--- config.mk ---
export PLATFORM = sky130hd
export DESIGN_NAME = lfsr_search_ctrl_flat
export DESIGN_NICKNAME = d
export VERILOG_FILES = /design/src/rtl/lfsr_search_ctrl_if.sv /design/src/rtl/lfsr_search_ctrl.sv /design/src/flat_wrapper.sv
export SDC_FILE = /design/constraint.sdc
export NUM_CORES = 1
export LEC_CHECK = 0
export CAP_MARGIN = 40
export CORE_ASPECT_RATIO = 0.8
export CORE_UTILIZATION = 50
export DETAILED_ROUTE_END_ITERATION = 8
export PLACE_DENSITY = 0.81
export SETUP_SLACK_MARGIN = 0.1
export SYNTH_ARGS = -nofsm -noshare
export SYNTH_HDL_FRONTEND = slang
export SYNTH_SLANG_ARGS = --single-unit
--- constraint.sdc ---
create_clock -name LFSR_Clock -period 5.09 [get_ports LFSR_Clock]
set_clock_uncertainty 0.05 [all_clocks]
set_input_delay 0.509 -clock LFSR_Clock [delete_from_list [all_inputs] [get_ports LFSR_Clock]]
set_output_delay 0.509 -clock LFSR_Clock [all_outputs]
set_load 0.05 [all_outputs]
--- src/rtl/lfsr_search_ctrl_if.sv ---
// Handshake and LFSR-control bundle for the LFSR search controller.
// The master side issues searches and drives the comparator result.
interface lfsr_search_ctrl_if;
  logic        Search_Start;
  logic        Search_Ready;
  logic [15:0] Tap_Mask;
  logic [15:0] Max_Steps;
  logic        Search_Abort;
  logic        Compare_Found;
  logic        LFSR_Seed_Load;
  logic        LFSR_Enable;
  logic [15:0] En;
  logic        Result_Valid;
  logic        Result_Ready;
  logic        Hit;
  logic [15:0] Step_Count;

  modport master (
    output Search_Start, Tap_Mask, Max_Steps,
    output Search_Abort, Compare_Found, Result_Ready,
    input  Search_Ready, LFSR_Seed_Load, LFSR_Enable,
    input  En, Result_Valid, Hit, Step_Count
  );

  modport slave (
    input  Search_Start, Tap_Mask, Max_Steps,
    input  Search_Abort, Compare_Found, Result_Ready,
    output Search_Ready, LFSR_Seed_Load, LFSR_Enable,
    output En, Result_Valid, Hit, Step_Count
  );
endinterface

--- src/rtl/lfsr_search_ctrl.sv ---
// Sequences an external LFSR: seed load, shift until a comparator match
// or the step limit, then hold the result until it is consumed.
module lfsr_search_ctrl #(
  parameter logic [15:0] DEFAULT_STEPS = 16'hFFFF
) (
  input logic               LFSR_Clock,
  input logic               Reset,
  lfsr_search_ctrl_if.slave bus
);

  localparam logic [1:0] IDLE   = 2'd0;
  localparam logic [1:0] LOAD   = 2'd1;
  localparam logic [1:0] SEARCH = 2'd2;
  localparam logic [1:0] DONE   = 2'd3;

  logic [1:0]  state;
  logic [15:0] limit;
  logic [15:0] step;
  logic [15:0] mask;
  logic        hit;
  logic        at_limit;

  assign at_limit = (step == limit);

  assign bus.Search_Ready   = (state == IDLE);
  assign bus.LFSR_Seed_Load = (state == LOAD);
  assign bus.Result_Valid   = (state == DONE);
  assign bus.Hit            = hit;
  assign bus.Step_Count     = step;
  assign bus.En             = mask;

  // Shift only when this cycle neither terminates nor aborts the search,
  // so the number of shifts always equals the step count.
  assign bus.LFSR_Enable = (state == SEARCH)
                         && !bus.Search_Abort
                         && !bus.Compare_Found
                         && !at_limit;

  always_ff @(posedge LFSR_Clock or negedge Reset) begin
    if (!Reset) begin
      state <= IDLE;
      limit <= '0;
      step  <= '0;
      mask  <= '0;
      hit   <= 1'b0;
    end else begin
      unique case (state)
        IDLE: begin
          if (bus.Search_Start) begin
            mask  <= bus.Tap_Mask;
            limit <= (bus.Max_Steps == '0) ? DEFAULT_STEPS
                                           : bus.Max_Steps;
            step  <= '0;
            hit   <= 1'b0;
            state <= LOAD;
          end
        end
        LOAD: begin
          state <= bus.Search_Abort ? IDLE : SEARCH;
        end
        SEARCH: begin
          if (bus.Search_Abort) begin
            state <= IDLE;
          end else if (bus.Compare_Found) begin
            hit   <= 1'b1;
            state <= DONE;
          end else if (at_limit) begin
            hit   <= 1'b0;
            state <= DONE;
          end else begin
            step <= step + 16'd1;
          end
        end
        DONE: begin
          if (bus.Result_Ready) begin
            state <= IDLE;
          end
        end
        default: state <= IDLE;
      endcase
    end
  end

endmodule

--- src/flat_wrapper.sv ---
// flat-port wrapper written by rule: the top's interface ports become plain ports
module lfsr_search_ctrl_flat 
#(
  parameter logic [15:0] DEFAULT_STEPS = 16'hFFFF
)
  (LFSR_Clock, Reset, bus_Search_Start, bus_Tap_Mask, bus_Max_Steps, bus_Search_Abort, bus_Compare_Found, bus_Result_Ready, bus_Search_Ready, bus_LFSR_Seed_Load, bus_LFSR_Enable, bus_En, bus_Result_Valid, bus_Hit, bus_Step_Count);
  lfsr_search_ctrl_if bus_i ();
  input logic LFSR_Clock;
  input logic Reset;
  input wire logic [$bits(bus_i.Search_Start)-1:0] bus_Search_Start;
  input wire logic [$bits(bus_i.Tap_Mask)-1:0] bus_Tap_Mask;
  input wire logic [$bits(bus_i.Max_Steps)-1:0] bus_Max_Steps;
  input wire logic [$bits(bus_i.Search_Abort)-1:0] bus_Search_Abort;
  input wire logic [$bits(bus_i.Compare_Found)-1:0] bus_Compare_Found;
  input wire logic [$bits(bus_i.Result_Ready)-1:0] bus_Result_Ready;
  output wire logic [$bits(bus_i.Search_Ready)-1:0] bus_Search_Ready;
  output wire logic [$bits(bus_i.LFSR_Seed_Load)-1:0] bus_LFSR_Seed_Load;
  output wire logic [$bits(bus_i.LFSR_Enable)-1:0] bus_LFSR_Enable;
  output wire logic [$bits(bus_i.En)-1:0] bus_En;
  output wire logic [$bits(bus_i.Result_Valid)-1:0] bus_Result_Valid;
  output wire logic [$bits(bus_i.Hit)-1:0] bus_Hit;
  output wire logic [$bits(bus_i.Step_Count)-1:0] bus_Step_Count;
  assign bus_i.Search_Start = bus_Search_Start;
  assign bus_i.Tap_Mask = bus_Tap_Mask;
  assign bus_i.Max_Steps = bus_Max_Steps;
  assign bus_i.Search_Abort = bus_Search_Abort;
  assign bus_i.Compare_Found = bus_Compare_Found;
  assign bus_i.Result_Ready = bus_Result_Ready;
  assign bus_Search_Ready = bus_i.Search_Ready;
  assign bus_LFSR_Seed_Load = bus_i.LFSR_Seed_Load;
  assign bus_LFSR_Enable = bus_i.LFSR_Enable;
  assign bus_En = bus_i.En;
  assign bus_Result_Valid = bus_i.Result_Valid;
  assign bus_Hit = bus_i.Hit;
  assign bus_Step_Count = bus_i.Step_Count;
  lfsr_search_ctrl #(.DEFAULT_STEPS(DEFAULT_STEPS)) u_core (.LFSR_Clock(LFSR_Clock), .Reset(Reset), .bus(bus_i));
endmodule
==> Word level (Yosys, flattened, before mapping) <==
Index checks and enable logic that the tools add are counted.
Widths: inputs -> output; s select.
{ "classes": {"n_mux": 18, "bitwise": 0, "mul": 0, "eq_ne": 11, "div_mod_pow": 0, "shift": 0, "reduce_logical": 13, "add_sub_neg": 1, "order_cmp": 0} }
{ "ops": {"columns": ["cell", "count"], "rows": [
  ["$mux 16", 5],
  ["$pmux 16 s2", 1],
  ["$add 16x1->16 const B", 1],
  ["$eq 16x16->1", 1],
  ["$logic_not 16->1", 1],
  ["$mux 2", 6],
  ["$ne 2x2->1 const B", 5],
  ["$pmux 2 s4", 1],
  ["$reduce_and 5->1", 1],
  ["$eq 2x2->1 const B", 2],
  ["$mux 1", 4],
  ["$ne 4x3->1 const B", 1],
  ["$reduce_and 4->1", 1],
  ["$logic_and 1x1->1", 3],
  ["$logic_not 1->1", 3],
  ["$ne 3x2->1 const B", 1],
  ["$reduce_and 3->1", 1],
  ["$eq 2x1->1 const B", 1],
  ["$logic_not 2->1", 1],
  ["$pmux 1 s2", 1],
  ["$reduce_and 2->1", 1],
  ["$reduce_bool 2->1", 1]
]} }
{ "word_totals": {"mem_bits_rw": 0, "mem_bits_ro": 0, "out_inout_bits": 37, "n_memories": 0, "latch_bits": 0, "register_bits": 51, "input_bits": 38} }

==> Logic depth before layout (Yosys ltp) <==
Gate-level depths: netlist of run 1.
{ "depth": {"depth_word": 5, "mapped_depth": 7, "ltp_nobuf": 6} }

==> Worst setup path after synthesis of run 1 <==
OpenSTA, ideal clock, no wires.
{ "synth_timing": {"path_kind": "reg2out", "from": "register u_core.step[7], in the netlist u_core.bus.Step_Count[7]", "to": "output bus_LFSR_Enable", "setup_slack_ns": 2.892, "n_path_buf": 1, "path_stages_with_launch": 7, "arrival_time_ns": 1.639, "path_cell_list": "dfrtp_1 -> buf_2 -> xor2_1 -> nor4_4 -> nand4_4 -> nand2_2 -> inv_2"} }
{ "synth_via": {"elab_chain_cells": 3} }
{ "synth_rtl": {"columns": ["element", "line_no", "text"], "rows": [
  ["from (decl)", "lfsr_search_ctrl.sv:18", "logic [15:0] step;"],
  ["from (signal assigned)", "lfsr_search_ctrl.sv:71", "step <= step + 16'd1;"],
  ["$eq 16x16->1", "lfsr_search_ctrl.sv:23", "assign at_limit = (step == limit);"],
  ["$logic_not 1->1", "lfsr_search_ctrl.sv:37", "&& !at_limit;"],
  ["$logic_and 1x1->1", "lfsr_search_ctrl.sv:37", null],
  ["to (decl)", "flat_wrapper.sv:18", "output wire logic [$bits(bus_i.LFSR_Enable)-1:0] bus_LFSR_Enable;"]
]} }
No other way between the ends.

==> Worst setup path after layout of run 1 <==
{ "layout_timing": {"from": "register u_core.state[1]", "to": "output bus_LFSR_Enable"} }
{ "layout_via": {"elab_chain_cells": 4} }
{ "layout_rtl": {"columns": ["element", "line_no", "text"], "rows": [
  ["from (decl)", "lfsr_search_ctrl.sv:16", "logic [1:0] state;"],
  ["from (signal assigned)", "lfsr_search_ctrl.sv:59", "state <= bus.Search_Abort ? IDLE : SEARCH;"],
  ["$eq 2x2->1", "lfsr_search_ctrl.sv:34", "assign bus.LFSR_Enable = (state == SEARCH)"],
  ["$logic_and 1x1->1", "lfsr_search_ctrl.sv:35", "&& !bus.Search_Abort"],
  ["$logic_and 1x1->1", "lfsr_search_ctrl.sv:36", "&& !bus.Compare_Found"],
  ["$logic_and 1x1->1", "lfsr_search_ctrl.sv:37", null]
]} }
No other way between the ends.

==> run_results.csv, run 1 <==
group,metric,value,unit
worst_setup_path,path_cells,"nand2b_1 -> nor3_4 -> nand2_2 -> inv_2 -> clkdlybuf4s50_1",
grt,grt_pass1_vias,2044,
power,cellPowerDensity,510.1,nW/um2
finish,drive_gt1_frac,0.08282,
power,swShare,0.4573,
grt,antenna_found_initial,0,
finish,postLayoutCoreUtil,0.6869,
die,io-pin-count,75,
flow_run,drv_cap,0,
worst_setup_path,path_buf_inv,2,
grt,grt_pass1_wl,9321,um
place,dp.cells,380,
die,rows,23,
place,dp_slack,1.790,ns
power,switching_power,802.4,uW
clock_tree,clkTransAtPathRegs,0.10,ns
clock_tree,htree_levels,2,
synthesis,synth_fp_nets,296,
synthesis,async_flop_share,1.000,
power,p_seq_frac,0.373,
sta,max_freq,0.2842,GHz
drt,met3_length,419,um
worst_setup_path,cp_top_family,"simple AND/OR/NAND/NOR gates",
drt,wl_met1,2669,um
sta,slew_viol_final,0,
sta,min_period_over_period,0.6912,
drt,first_pass_iters,4,
sta,final-setup-viol-count,0,
outcome,outcome,"finished clean",
place,port_buffers,74,
finish,multiInputGateArea,1235,um2
synthesis,synth_edf_count,0,
synthesis,ys_top_cells_by_area,"dfrtp_1 49%, nand2_1 8.1%, o22a_1 5.4%",
sta,setup_tns,0,ns
clock_tree,cts_setup_buffers,0,
synthesis,synth_top_area_cell,"dfrtp_1",
clock_tree,cts_buffers,5,
place,gp_congestion,0.8334,
grt,grt_start_max_net_pins,52,
die,die_x,82.59,um
drt,top_layer,"met4",
power,power.leakage,0.001520,uW
worst_setup_path,critical_path_class,"reg2out",
finish,seq_area,1276,um2
worst_setup_path,cp.arrival,2.96,ns
die,design.core.area,5007,um2
clock_tree,cts_tree,"done",
finish,antenna-diode-count,0,
min_path,hold_path.class,"in2async",
die,initial_core_util,0.5187,
drt,drcViolationCount,0,
worst_setup_path,cp.required,4.53,ns
drt,drtIter0Drc,116,
clock_tree,clk_latency,0.30,ns
drt,dr_total_vias,2155,
synthesis,yosysSeqAreaShare,0.4913,
worst_setup_path,start_kind,"flip-flop",
worst_setup_path,slowest_stage,"clkdlybuf4s50_1",
clock_tree,root_buffer,"clkbuf_8",
drt,ant_nets,0,
finish,nets,364,
sta,worstMarginPinSlew,0.7149,ns
drt,drt_wl_total,5769,um
sta,rsz0062_at_grt,"false",
synthesis,syn_area,2597,um2
synthesis,synth.avg_cell_area,10.11,um2
sta,finalCriticalPeriod,3.518,ns
sta,fin_ws,1.572,ns
power,p_comb_frac,0.490,
clock_tree,ctsLongestPathBuffers,2,
finish,layoutNonFillerInstCount,388,
worst_setup_path,cp_slowest_stage_delay,0.82,ns
worst_setup_path,endpoint_kind,"output port",
sta,hold_viol,0,
synthesis,netlist_instances,257,
clock_tree,cts_resized,0,
grt,grt.overflow.total,0,
synthesis,yosysTopAreaCellShare,0.4913,
drt,viasPerCell,5.554,
clock_tree,postCtsHoldBufs,0,
synthesis,synth_ff_type,"dfrtp_1",
die,die_area,5489,um2
place,dpl.hpwl,4116,um
drt,route.met2.wl,2617,um
power,p_int,952.2,uW
sta,maxSlewHeadroom,0.5219,
drt,avgRoutedWirePerCell,14.87,um
power,max-vdd-ir-drop,0.3630,mV
synthesis,ys_types,43,
power,power,1755,uW
finish,num-fill-cells,398,
power,power_frac_clock,0.137,
synthesis,synth.ff_latch_count,51,
finish,synthToLayoutAreaGrowth,32.42,%
worst_setup_path,cp_max_fo,17,
clock_tree,clock_sinks,51,
synthesis,yosys_warnings,0,
die,die-height,66.47,um
grt,grt_use_total,0.2254,
## area by class of cell
cell class,instances,share of cell area
Clock buffer,5,0.02001
Multi-Input combinational cell,189,0.3590
Inverter,2,0.002183
Sequential cell,51,0.3710
Timing Repair Buffer,76,0.2183
Tap cell,62,0.02255
Clock inverter,3,0.006912
## cells by family after synthesis
kind of cell    synth area share
flops                     0.4913
compound gates            0.1734
simple gates              0.2351
buf+inv                  0.03324
mux                     0.008189
fa+ha+maj               0.004816
xor+xnor                 0.05395
## metal layers
layer / global-route usage / vias up
met5: 0 / -
met4: 0.05172 / 0
met3: 0.08356 / 10
met2: 0.3533 / 66
met1: 0.2966 / 1036
li1: - / 1043
## power groups by stage
| stage | sequential [uW] | combinational (uW) | clock, uW |
|---|---|---|---|
| 2_1_floorplan | 881 | 376 | 0 |
| 3_3_place_gp | 659 | 851 | 0 |
| 3_5_place_dp | 663 | 865 | 0 |
| 4_1_cts | 656 | 870 | 247 |
| 5_1_grt | 672 | 915 | 263 |
| 6_report | 655 | 860 | 240 |
## per-stage QoR
| stage | cell area (um2) | hold slack, ns |
|---|---|---|
| after floorplan | 2597 | 0.1634 |
| after global placement | 3347 | 0.4067 |
| after detailed placement | 3347 | 0.4118 |
| after CTS | 3440 | 0.2761 |
| after global routing | 3440 | 0.2950 |
| final | 3440 | 0.2452 |
## path summary, 6_finish.rpt
| check | startpoint | cells after the start | end | slack (ns) |
|---|---|---|---|---|
| worst max register to register | u_core.state[1] | 4 | u_core.bus.Step_Count[15] | 2.73 |
| max in group asynchronous | Reset | 2 | u_core.bus.En[6] | 4.31 |
| worst min register to register | u_core.bus.En[7] | 2 | u_core.bus.En[7] | 0.43 |
| min in group LFSR_Clock | u_core.bus.En[7] | 2 | u_core.bus.En[7] | 0.43 |
| worst max-delay path | u_core.state[1] | 5 | bus_LFSR_Enable | 1.57 |
| worst min-delay path | Reset | 2 | u_core.bus.Step_Count[9] | 0.25 |
## layout by cell type (no fill, tap or decap), types with 2 or more instances in the layout
cell type        instances
o21ai_0                 12
nor4_2                   2
buf_4                    2
nand4_1                  3
nand2_1                 56
o22a_1                  16
nor2b_1                  3
nor3_1                   3
a21bo_1                  2
dfrtp_1                 51
clkbuf_8                 5
a31oi_1                 10
clkinvlp_4               2
nor4_4                   3
nand2b_1                 3
xor2_1                  16
clkdlybuf4s50_1         73
nor4_1                   6
nand3_1                  9
o21ba_1                  7
nor2_1                  11
a221o_1                  2
a21oi_1                  2
and3_1                   5
## worst register-to-register path, stage by stage (launching register included)
cell and delay (ns):
dfrtp_1 0.55, nand2b_1 0.36, nor3_4 0.66, a21oi_4 0.24
a221o_1 0.39
## cells in the mapped netlist, drive strengths merged (7+ instances only)
master,number
o21ba,8
dfrtp,51
nor2,12
clkbuf,7
nor4,11
a31oi,10
xor2,16
o22a,16
nand3,9
nand2,57
o21ai,12
buf,8
## flip-flops by register name, indices dropped and copies added (netlist names)
| signal | cells |
|---|---|
| u_core.bus.En | 16 |
| u_core.bus.Step_Count | 16 |
| u_core.limit | 16 |
| u_core.state | 2 |
| u_core.bus.Hit | 1 |
Note: power is estimated with default switching activity, not from simulation.
==> run 2: changes to the inputs <==
--- a/config.mk
+++ b/config.mk
@@ -7,9 +7,9 @@
 export LEC_CHECK = 0
 export CAP_MARGIN = 40
 export CORE_ASPECT_RATIO = 0.8
-export CORE_UTILIZATION = 50
+export CORE_UTILIZATION = 47
 export DETAILED_ROUTE_END_ITERATION = 8
-export PLACE_DENSITY = 0.81
+export PLACE_DENSITY = 0.76
 export SETUP_SLACK_MARGIN = 0.1
 export SYNTH_ARGS = -nofsm -noshare
 export SYNTH_HDL_FRONTEND = slang
==> constraint.sdc (replaced) <==
create_clock -name LFSR_Clock -period 3.4 [get_ports LFSR_Clock]
set_clock_uncertainty 0.05 [all_clocks]
set_input_delay 0.34 -clock LFSR_Clock [delete_from_list [all_inputs] [get_ports LFSR_Clock]]
set_output_delay 0.34 -clock LFSR_Clock [all_outputs]
set_load 0.05 [all_outputs]
==> run 2 against run 1 <==
Against the previous run:
- worst hold slack got worse by 0.23 ns
- setup slack got worse by 1.1 ns
- clock power increased by 54%
- first-iteration DRC count increased by 5.2%
- sequential power increased by 51%
- critical path depth increased by 1
- cell count increased by 0.26%
- register-to-register slack got worse by 1.5 ns
- sequential share of layout area decreased by 0.15 points
- largest cell class unchanged
==> run_results.csv, run 2 (synthesis results as in run 1) <==
group,metric,value,unit
outcome,outcome,"finished clean",
drt,viasPerCell,5.602,
clock_tree,clock_sinks,51,
grt,grt.overflow.total,0,
power,p_int,1447,uW
sta,setup_tns,0,ns
clock_tree,clkTransAtPathRegs,0.10,ns
finish,final_cell_mix,"73 x clkdlybuf4s50_1, 56 x nand2_1, 51 x dfrtp_1, 16 x xor2_1, 16 x o22a_1",
min_path,hold_path.class,"in2async",
drt,avgRoutedWirePerCell,16.24,um
flow_run,drv_cap,0,
worst_setup_path,cp.arrival,2.59,ns
power,power_frac_clock,0.139,
power,power.leakage,0.001532,uW
clock_tree,cts_resized,0,
clock_tree,postCtsHoldBufs,0,
drt,ant_nets,0,
clock_tree,cts_setup_buffers,0,
sta,hold_slack,0.01936,ns
power,swShare,0.4562,
place,dpl.hpwl,4526,um
die,die-height,68.49,um
finish,drive_gt1_frac,0.08563,
finish,multiInputGateArea,1235,um2
worst_setup_path,endpoint_kind,"output port",
worst_setup_path,critical_path_class,"reg2out",
clock_tree,htree_levels,2,
grt,grt_pass1_wl,10410,um
place,port_buffers,74,
worst_setup_path,cp_max_fo,17,
sta,final-setup-viol-count,0,
sta,worstMarginPinSlew,0.6912,ns
finish,synthToLayoutAreaGrowth,32.95,%
finish,antenna-diode-count,0,
sta,finalCriticalPeriod,2.978,ns
grt,antenna_found_initial,0,
worst_setup_path,slowest_stage,"clkdlybuf4s50_1",
worst_setup_path,path_cells,"xor2_1 -> nor4_4 -> nand4_4 -> nand2_2 -> inv_2 -> clkdlybuf4s50_1",
die,die_area,5830,um2
clock_tree,cts_tree,"done",
finish,layout_commonest_cell,"clkdlybuf4s50_1",
die,initial_core_util,0.5043,
sta,hold_viol,0,
place,dp.cells,381,
power,p_seq_frac,0.373,
clock_tree,ctsLongestPathBuffers,2,
grt,grt_use_total,0.2340,
sta,min_period_over_period,0.8759,
drt,drcViolationCount,0,
worst_setup_path,rr_worst_depth,5,
finish,seq_area,1276,um2
finish,num-fill-cells,396,
drt,first_pass_iters,4,
grt,grt_pass1_vias,2031,
worst_setup_path,r2r_start,"u_core.bus.Step_Count[14]",
power,switching_power,1214,uW
die,design.core.area,5151,um2
worst_setup_path,cp_slowest_stage_delay,0.69,ns
sta,slew_viol_final,0,
die,die_x,85.12,um
worst_setup_path,cp.required,3.01,ns
clock_tree,cts_buffers,5,
clock_tree,root_buffer,"clkbuf_8",
die,rows,23,
drt,drt_wl_total,6319,um
sta,max_freq,0.3358,GHz
drt,drtIter0Drc,122,
power,cellPowerDensity,770.5,nW/um2
grt,grt_start_max_net_pins,33,
worst_setup_path,reg2reg_slack,1.23,ns
power,max-vdd-ir-drop,0.4425,mV
sta,fin_ws,0.4221,ns
worst_setup_path,startpoint,"u_core.bus.Step_Count[14]",
place,gp_congestion,0.8273,
sta,maxSlewHeadroom,0.5392,
place,dp_slack,0.7633,ns
sta,rsz0062_at_grt,"false",
die,io-pin-count,75,
clock_tree,clk_latency,0.30,ns
power,p_comb_frac,0.488,
drt,dr_total_vias,2179,
finish,nets,365,
worst_setup_path,start_kind,"flip-flop",
finish,layoutNonFillerInstCount,389,
==> run 2: stage by stage <==
stage	power, uW	instance area (um2)	util
floorplan	1882	2597	-
global placement	2280	3354	0.6512
detailed placement	2305	3354	0.6512
CTS	2685	3453	0.6704
global route	2822	3453	0.6704
finish	2661	3453	0.6704
==> run 2: layout make-up <==
cell class / count / share of cell area
sequential: 51 / 0.3696
multi-input combinational: 189 / 0.3576
timing repair buffer: 77 / 0.2196
clock buffer: 6 / 0.02391
tap: 62 / 0.02246
clock inverter: 2 / 0.004710
inverter: 2 / 0.002174
==> run 2: routing by layer <==
| layer | part of all wire | wire length, um | track usage | vias to the layer above |
|---|---|---|---|---|
| met4 | 0.011 | 72 | 0.07415 | 0 |
| li1 | - | - | - | 1051 |
| met5 | 0 | 0 | 0 | - |
| met2 | 0.45 | 2873 | 0.3448 | 58 |
| met1 | 0.48 | 3059 | 0.3469 | 1062 |
| met3 | 0.050 | 314 | 0.04881 | 8 |
==> run 2: path summary, 6_finish.rpt <==
path	endpoint
min reg2reg	u_core.bus.En[6]
min in group LFSR_Clock	u_core.bus.En[6]
max in group asynchronous	u_core.limit[1]
max	bus_LFSR_Enable
max reg2reg	u_core.bus.Step_Count[0]
min	u_core.bus.Step_Count[10]
==> run 2: worst max-delay path: cells and delay by family (launching register included) <==
family | cells | cell delay (ns)
and+or+nand+nor | 3 | 0.85
buffers and inverters | 2 | 0.75
DFF | 1 | 0.45
xor gates and xnor gates | 1 | 0.21
==> run 2: power by group through the flow <==
stage	Combinational, uW	Sequential, uW	Clock (uW)
floorplan	563	1320	0
global placement	1280	995	0
detailed placement	1310	999	0
CTS	1310	993	384
global route	1390	1020	406
finish	1300	992	370
